--- config.mk ---
export PLATFORM = sky130hd
export DESIGN_NAME = seg7_scan_driver
export DESIGN_NICKNAME = d
export VERILOG_FILES = /design/src/rtl/seg7_scan_driver.sv
export SDC_FILE = /design/constraint.sdc
export NUM_CORES = 1
export LEC_CHECK = 0
export CAP_MARGIN = 20
export CORE_ASPECT_RATIO = 0.9
export CORE_MARGIN = 3
export CORE_UTILIZATION = 52
export DETAILED_ROUTE_END_ITERATION = 7
export GPL_TIMING_DRIVEN = 0
export PLACE_DENSITY_LB_ADDON = 0.12
export SETUP_SLACK_MARGIN = 0.4
export SYNTH_ARGS = -nofsm -noshare
export SYNTH_HDL_FRONTEND = slang
export SYNTH_SLANG_ARGS = --single-unit
--- constraint.sdc ---
create_clock -name clk -period 3.4 [get_ports clk]
set_clock_uncertainty 0.1 [all_clocks]
set_input_delay 0.34 -clock clk [delete_from_list [all_inputs] [get_ports clk]]
set_output_delay 0.34 -clock clk [all_outputs]
set_load 0.01 [all_outputs]
--- src/rtl/seg7_scan_driver.sv ---
// ---------------------------------------------------------------------------
// seg7_scan_driver
//
// Time-multiplexed six-digit 7-segment driver for the watch display. One digit
// slot is lit at a time, SCAN_DIV clocks per slot, left to right (d1..d6).
// The digit codes and blink mask are captured once per scan frame, at the last
// cycle of the d6 slot, so a frame is always drawn from one consistent set of
// values. The first cycle of every slot keeps all anodes off (anti-ghosting).
//
// Parameters
//   SCAN_DIV    clk cycles per digit slot (>= 2)
//   BLINK_HALF  clk cycles per blink half-period (visible / hidden)
//
// Ports
//   clk     in   1  system clock, rising edge
//   reset   in   1  synchronous, active-high reset
//   d1..d6  in   4  digit codes, d1 = leftmost
//   flash   in   3  blink mask: [2]=d1,d2  [1]=d3,d4  [0]=d5,d6
//   an      out  6  active-low anode enables, an[5]=d1 ... an[0]=d6
//   seg     out  7  active-low segments {g,f,e,d,c,b,a}
//   dp      out  1  active-low decimal point (hour/minute separators)
// ---------------------------------------------------------------------------
module seg7_scan_driver #(
    parameter int SCAN_DIV   = 50000,
    parameter int BLINK_HALF = 25000000
) (
    input  logic       clk,
    input  logic       reset,
    input  logic [3:0] d1,
    input  logic [3:0] d2,
    input  logic [3:0] d3,
    input  logic [3:0] d4,
    input  logic [3:0] d5,
    input  logic [3:0] d6,
    input  logic [2:0] flash,
    output logic [5:0] an,
    output logic [6:0] seg,
    output logic       dp
);

    localparam int PW = (SCAN_DIV > 1) ? $clog2(SCAN_DIV) : 1;
    localparam int BW = (BLINK_HALF > 1) ? $clog2(BLINK_HALF) : 1;

    typedef enum logic {
        PH_VISIBLE = 1'b0,
        PH_HIDDEN  = 1'b1
    } phase_t;

    logic [PW-1:0] pcnt;
    logic [2:0]    idx;
    logic [BW-1:0] bcnt;
    phase_t        phase;
    logic [3:0]    sd [0:5];
    logic [2:0]    sflash;

    logic          pcnt_last;
    logic          bcnt_last;
    logic          snap;
    logic          restart;
    logic [3:0]    cur_code;
    logic          cur_flash;
    logic          hidden;
    logic [5:0]    an_next;
    logic [6:0]    seg_next;
    logic          dp_next;

    // Active-low gfedcba patterns. Codes 10/11/12 give the AM/PM letters and
    // the dash used when the alarm is off; 13..15 are blank.
    function automatic logic [6:0] decode(input logic [3:0] code);
        logic [6:0] pattern;
        pattern = 7'h7F;
        case (code)
            4'd0:    pattern = 7'h40;
            4'd1:    pattern = 7'h79;
            4'd2:    pattern = 7'h24;
            4'd3:    pattern = 7'h30;
            4'd4:    pattern = 7'h19;
            4'd5:    pattern = 7'h12;
            4'd6:    pattern = 7'h02;
            4'd7:    pattern = 7'h78;
            4'd8:    pattern = 7'h00;
            4'd9:    pattern = 7'h10;
            4'd10:   pattern = 7'h08;
            4'd11:   pattern = 7'h0C;
            4'd12:   pattern = 7'h3F;
            default: pattern = 7'h7F;
        endcase
        return pattern;
    endfunction

    // Frame bookkeeping. The snapshot point is the final cycle of the d6 slot,
    // and a changed blink mask at that point restarts blinking in the visible
    // half so a newly flashing group never starts out dark.
    always_comb begin
        pcnt_last = (pcnt == PW'(SCAN_DIV - 1));
        bcnt_last = (bcnt == BW'(BLINK_HALF - 1));
        snap      = pcnt_last && (idx == 3'd5);
        restart   = snap && (flash != sflash);
    end

    // Select the snapshot digit and the flash group bit for the active slot.
    // Digits pair up into groups (d1,d2), (d3,d4), (d5,d6) from the MSB down.
    always_comb begin
        cur_code  = 4'd15;
        cur_flash = 1'b0;
        case (idx)
            3'd0: begin cur_code = sd[0]; cur_flash = sflash[2]; end
            3'd1: begin cur_code = sd[1]; cur_flash = sflash[2]; end
            3'd2: begin cur_code = sd[2]; cur_flash = sflash[1]; end
            3'd3: begin cur_code = sd[3]; cur_flash = sflash[1]; end
            3'd4: begin cur_code = sd[4]; cur_flash = sflash[0]; end
            3'd5: begin cur_code = sd[5]; cur_flash = sflash[0]; end
            default: begin cur_code = 4'd15; cur_flash = 1'b0; end
        endcase
        hidden = (phase == PH_HIDDEN) && cur_flash;
    end

    // Next output values. Slot cycle 0 is the dead time between digits: all
    // anodes and segments off. The separators sit after d2 and d4 and vanish
    // whenever that digit is dark, whether from a blank code or from blinking.
    always_comb begin
        an_next  = 6'h3F;
        seg_next = 7'h7F;
        dp_next  = 1'b1;
        if (pcnt != '0) begin
            an_next = ~(6'b100000 >> idx);
            if (!hidden) begin
                seg_next = decode(cur_code);
                if (((idx == 3'd1) || (idx == 3'd3)) && (cur_code <= 4'd12)) begin
                    dp_next = 1'b0;
                end
            end
        end
    end

    // Scan position: pcnt walks through a slot, idx steps through the six
    // digit positions and wraps back to d1 after d6.
    always_ff @(posedge clk) begin
        if (reset) begin
            pcnt <= '0;
            idx  <= 3'd0;
        end else if (pcnt_last) begin
            pcnt <= '0;
            idx  <= (idx == 3'd5) ? 3'd0 : idx + 3'd1;
        end else begin
            pcnt <= pcnt + PW'(1);
        end
    end

    // Frame snapshot. Inputs are only looked at on the snapshot cycle; reset
    // loads blank codes so the first frame after reset is dark.
    always_ff @(posedge clk) begin
        if (reset) begin
            for (int i = 0; i < 6; i++) begin
                sd[i] <= 4'd15;
            end
            sflash <= 3'b000;
        end else if (snap) begin
            sd[0]  <= d1;
            sd[1]  <= d2;
            sd[2]  <= d3;
            sd[3]  <= d4;
            sd[4]  <= d5;
            sd[5]  <= d6;
            sflash <= flash;
        end
    end

    // Blink timer. A restart takes priority over a terminal count landing on
    // the same cycle.
    always_ff @(posedge clk) begin
        if (reset) begin
            bcnt  <= '0;
            phase <= PH_VISIBLE;
        end else if (restart) begin
            bcnt  <= '0;
            phase <= PH_VISIBLE;
        end else if (bcnt_last) begin
            bcnt  <= '0;
            phase <= (phase == PH_VISIBLE) ? PH_HIDDEN : PH_VISIBLE;
        end else begin
            bcnt <= bcnt + BW'(1);
        end
    end

    // Registered display outputs, one clock behind the scan state so the
    // pins never glitch on counter transitions.
    always_ff @(posedge clk) begin
        if (reset) begin
            an  <= 6'h3F;
            seg <= 7'h7F;
            dp  <= 1'b1;
        end else begin
            an  <= an_next;
            seg <= seg_next;
            dp  <= dp_next;
        end
    end

endmodule

==> metrics.cfg, run 1 <==
[final_layout]
antenna_cells = 0
instances_no_fill = 543
area_delta_synth_final_pct = 18.98
final_common_cell = nor2_1
layout-drive-gt1-share_pct = 9.778
utilization_pct = 64.73
layout.nets = 481
layout_common_cells = nor2_1, dfxtp_1, clkdlybuf4s50_1, xnor2_1, edfxtp_1

[logic_synthesis]
ys_seq_area_share_pct = 50.19
syn_area_um2 = 3909
synth_seq_cells = 86
synth_top_flop_cell = dfxtp_1
async_flop_share_pct = 0
synth_top_area_share_pct = 31.75
yosys.area.top_type = dfxtp_1
ys_top_cells_by_area = dfxtp_1, edfxtp_1, xnor2_1
netlist_instances = 392
syn_nets = 428
yosysWarnings = 0
synth.distinct_cells = 56
avgSynthCellArea_um2 = 9.971
synth_enable_flop_cells = 24

[floorplanning]
dieHeight_um = 88.25
coreArea_um2 = 7184
die_w_um = 97.39
rows = 29
io-pin-count = 43
start_util_pct = 54.41
die-area_um2 = 8595

[critical_path]
path_class = register to register
reg2reg_slack_ns = 0.59
cp-end-kind = register
cp.arrival_ns = 2.98
crit_fanout = 10
cp-start-kind = register
cp.required_ns = 3.57

[timing]
rsz0062_at_grt = false
finalCriticalPeriod_ns = 2.810
setup_violations = 0
slew_headroom_pct = 55.89
final_max_slew_viol_count = 0
hold_slack_ns = 0.3840
hold_violations = 0
worstMarginPinSlew_ns = 0.6531
final.setup.worst_slack_ns = 0.5898
finalSetupTns_ns = 0
period_share_pct = 82.65
fmax_ghz = 0.3559

[drt]
wl_um = 7258
drtIter0Drc = 77
dr.pass1.iters = 4
vias_per_cell = 5.186
wire_per_inst_um = 13.37
via_count = 2816
ant_nets = 0
drcViolationCount = 0

[power]
pwr-share-seq_pct = 57.2
power_frac_comb_pct = 6.6
p_int_uw = 1486
power_leakage_uw = 0.001561
power_switching_uw = 423.0
p_per_area_nw_per_um2 = 410.5
peakVddDrop_v = 0.0002065
netSwitchingFraction_pct = 22.16
clockPowerShare_pct = 36.2

[clocking]
cts-buffers-inserted = 9
cts_root_buf = clkbuf_8
path_clk_slew_ns = 0.09
htreeDepth = 3
clock-sinks = 86
post_cts_buffers = 0
cts_buffer_depth = 2
cts_tree = yes
hold_buffers = 0
clock_latency_ns = 0.35

[job]
cap_violations = 0

[global_route]
grt_pass1_vias = 2668
antenna_found_initial = 0
grt_max_degree = 25
grt_use_total_pct = 17.87
grt_pass1_wl_um = 12190
grt-ovfl-total = 0

[min_path]
hp-class = register to register

[placement]
hpwl_um = 5313
gp_congestion = 0.8300
port_buffers = 42
dp_slack_ns = -0.1047
dp_cells = 527

[run_status]
status = finished, final reports clean

## Yosys cell counts, types with 3 or more instances
master	instances
a21oi_1	5
nor2_1	64
mux2i_1	9
buf_2	6
o21ai_0	6
inv_1	15
ha_1	7
a2bb2oi_1	3
clkbuf_1	6
xnor2_1	30
nand2b_1	21
nor3_1	8
dfxtp_1	62
xor2_1	12
nand3_1	20
or4_1	3
o211ai_1	5
edfxtp_1	24
nor4_1	5
nand2_1	20
and4_1	3
a211oi_1	4
nand2b_2	5
nand4_1	9
## flip-flops by register name, summed over array words and instances (netlist names)
name and flops:
bcnt 25, sflash 3, an 6, phase 1, sd 24, pcnt 16, idx 3, seg 7
dp 1
## layout make-up
cell class              count  area, um2
plain buffers              14      78.83
clock buffers              10      127.6
clock inverters             6      62.56
fillers                   588       2534
inverters                  15      56.30
multi-input cells         277       1827
flip-flops and latches     86       1962
well taps                  93      116.4
repair buffers             42      420.4
## metrics by stage
stage	area, um2	power (uW)
after floorplan	3909	1175
after global placement	4446	1239
after detailed placement	4446	1242
after CTS	4648	1934
after global routing	4651	1991
final	4651	1909
## per-layer routing
| metal | global-route usage (%) | vias up | wire, um |
|---|---|---|---|
| met5 | 0 | - | 0 |
| met4 | 6.541 | 0 | 31 |
| li1 | - | 1459 | - |
| met2 | 29.06 | 61 | 3479 |
| met1 | 22.97 | 1294 | 3369 |
| met3 | 5.280 | 2 | 378 |
## power by group through the flow
stage / logic, uW / registers, uW / clock network [uW]
finish: 126 / 1090 / 692
global route: 139 / 1090 / 757
CTS: 128 / 1090 / 715
detailed placement: 127 / 1120 / 0
global placement: 125 / 1110 / 0
floorplan: 58.7 / 1120 / 0
## timing repair
action,in CTS,in global routing
gates cloned,0,0
endpoints found under the setup margin,8,5
gates resized for setup,4,4
## worst max-delay path, stage by stage, from the launching register on
cell and delay (ns):
dfxtp_1 0.31, clkbuf_2 0.18, buf_2 0.22, and2_1 0.18, ha_1 0.17, clkbuf_2 0.18, nor3b_2 0.33, a2111o_1 0.24
inv_1 0.11, ha_1 0.21, or3_1 0.40, o211ai_1 0.11
## path summary, 6_finish.rpt
check,startpoint,to,cells past startpoint
hold / removal,bcnt[0]$_SDFF_PP0_,bcnt[0]$_SDFF_PP0_,1
setup / recovery,idx[1]$_SDFFE_PP0N_,dp$_SDFF_PP1_,11
setup reg to reg,idx[1]$_SDFFE_PP0N_,dp$_SDFF_PP1_,11
hold reg to reg,bcnt[0]$_SDFF_PP0_,bcnt[0]$_SDFF_PP0_,1
## cells by family after synthesis
kind of cell	Yosys count	share of synthesized area, %
mux	11	2.881
simple gates	182	25.35
fa+ha+maj	7	2.241
compound gates	35	6.563
flops	86	50.19
buf+inv	29	3.361
xor+xnor	42	9.411
Power figures use the tool's default switching activity.
==> inputs of run 2 (changes only) <==
==> constraint.sdc (replaced) <==
create_clock -name clk -period 2.75 [get_ports clk]
set_clock_uncertainty 0.1 [all_clocks]
set_input_delay 0.275 -clock clk [delete_from_list [all_inputs] [get_ports clk]]
set_output_delay 0.275 -clock clk [all_outputs]
set_load 0.01 [all_outputs]
==> run 2 against run 1 <==
Count of clock-buffer cells in the layout grew 1. Die area did not move. Register-to-register slack worse by 0.24 ns. Critical path depth fell by 1. Sequential share of layout area is 2.5 points lower. Core utilization is 4.4 points higher. Worst hold slack better by 0.0071 ns. Critical endpoint is now seg[3]$_SDFF_PP1_. Highest routed layer unchanged.
==> metrics.cfg, run 2 (synthesized netlist as in run 1, its figures left out) <==
[critical_path]
cp-start-kind = register
slowest_delay_ns = 0.46
cp.required_ns = 2.86
cp-end-kind = register
slowest_stage = a2111o_1
worstPathCellList = buf_8, buf_8, and2_4, ha_4, buf_8, a32o_1, a2111o_1, ha_1, nand2_1, o2111ai_2
crit_path_frequent_cell = buf_8
path_class = register to register
cp.arrival_ns = 2.51
crit_fanout = 8

[floorplanning]
rows = 29
io-pin-count = 43
die_w_um = 97.39
start_util_pct = 54.41
coreArea_um2 = 7184
dieHeight_um = 88.25
die-area_um2 = 8595

[final_layout]
top_register = bcnt
instances_no_fill = 561
largest_reg_flops = 25
final_common_cell = nor2_1
layout-drive-gt1-share_pct = 17.09
layout_common_cells = nor2_1, dfxtp_1, clkdlybuf4s50_1, xnor2_1, edfxtp_1
layout.nets = 499
utilization_pct = 69.17
antenna_cells = 0
stdcell_area_um2 = 4970
area_delta_synth_final_pct = 27.14
reg_top3 = bcnt (25), sd (24), pcnt (16)

[power]
p_per_area_nw_per_um2 = 498.2
peakVddDrop_v = 0.0003861
power_leakage_uw = 0.001686

[global_route]
grt_max_degree = 15
grt_use_total_pct = 19.25
grt_pass1_vias = 2733
grt-ovfl-total = 0
antenna_found_initial = 0
grt_pass1_wl_um = 13150

[clocking]
cts_buffer_depth = 2
hold_buffers = 0
clock_latency_ns = 0.35
htreeDepth = 3
cts-buffers-inserted = 9
path_clk_slew_ns = 0.08
clock-sinks = 86
cts_tree = yes
cts_root_buf = clkbuf_8

[timing]
worstMarginPinSlew_ns = 0.6830
finalCriticalPeriod_ns = 2.400
final_max_slew_viol_count = 0
hold_slack_ns = 0.3912
hold_violations = 0
period_share_pct = 87.26
fmax_ghz = 0.4167
finalSetupTns_ns = 0
rsz0062_at_grt = true
setup_violations = 0
slew_headroom_pct = 54.19

[placement]
dp_cells = 527
hpwl_um = 5361
gp_congestion = 0.8212
port_buffers = 42
dpl_cell_area_um2 = 4494

[drt]
via_count = 2946
ant_nets = 0
drtIter0Drc = 131
wl_um = 7966
dr.pass1.iters = 4
vias_per_cell = 5.251
wire_per_inst_um = 14.20
drcViolationCount = 0

[run_status]
status = finished, final reports clean

[min_path]
hp-class = register to register

[job]
cap_violations = 0

## run 2: metal layers
metal	track usage (%)	vias up	routed length, um
li1	-	1507	-
met1	25.91	1355	3776
met2	30.12	73	3699
met3	4.807	11	374
met4	7.925	0	116
met5	0	-	0
## run 2: final cells by class
| cell class | count | area [um2] |
|---|---|---|
| Fill cell | 557 | 2215 |
| Sequential cell | 86 | 1971 |
| Multi-Input combinational cell | 278 | 1942 |
| Timing Repair Buffer | 59 | 555.5 |
| Clock buffer | 11 | 131.4 |
| Tap cell | 93 | 116.4 |
| Buffer | 14 | 113.9 |
| Clock inverter | 5 | 83.83 |
| Inverter | 15 | 56.30 |
## run 2: worst max-delay path: cells and delay by family (launching register included)
| family | cells | cell delay (ns) |
|---|---|---|
| AND/OR/NAND/NOR | 2 | 0.24 |
| buffers and inverters | 3 | 0.35 |
| flip-flops | 1 | 0.33 |
| AO/OA/AOI/OAI | 3 | 0.78 |
| adder cells (fa/ha/maj) | 2 | 0.47 |
## run 2: power by group
part / leakage [uW] / switching (uW) / internal (uW)
Combinational: 0.000840 / 75.1 / 97.5
Sequential: 0.000747 / 18.5 / 1330
Clock: 0.0000998 / 438 / 514
Total: 0.00169 / 532 / 1940
## run 2: what timing repair did
action	4_1_cts	5_1_grt
cloned	2	0
resized for setup	17	16
pin swaps	10	6
endpoints found under the setup margin	87	87
buffers inserted	10	6
## run 2: final timing paths
path / endpoint / slack, ns / cells after the start / start
max: seg[3]$_SDFF_PP1_ / 0.35 / 10 / idx[1]$_SDFFE_PP0N_
min: bcnt[0]$_SDFF_PP0_ / 0.39 / 1 / bcnt[0]$_SDFF_PP0_
max reg2reg: seg[3]$_SDFF_PP1_ / 0.35 / 10 / idx[1]$_SDFFE_PP0N_
min reg2reg: bcnt[0]$_SDFF_PP0_ / 0.39 / 1 / bcnt[0]$_SDFF_PP0_
## run 2: per-stage QoR
step	worst slack, ns	power (uW)
floorplan	0.4013	1454
global route	0.2171	2559
detailed placement	0.007422	1537
global placement	0.1010	1532
finish	0.3505	2476
CTS	0.3531	2490
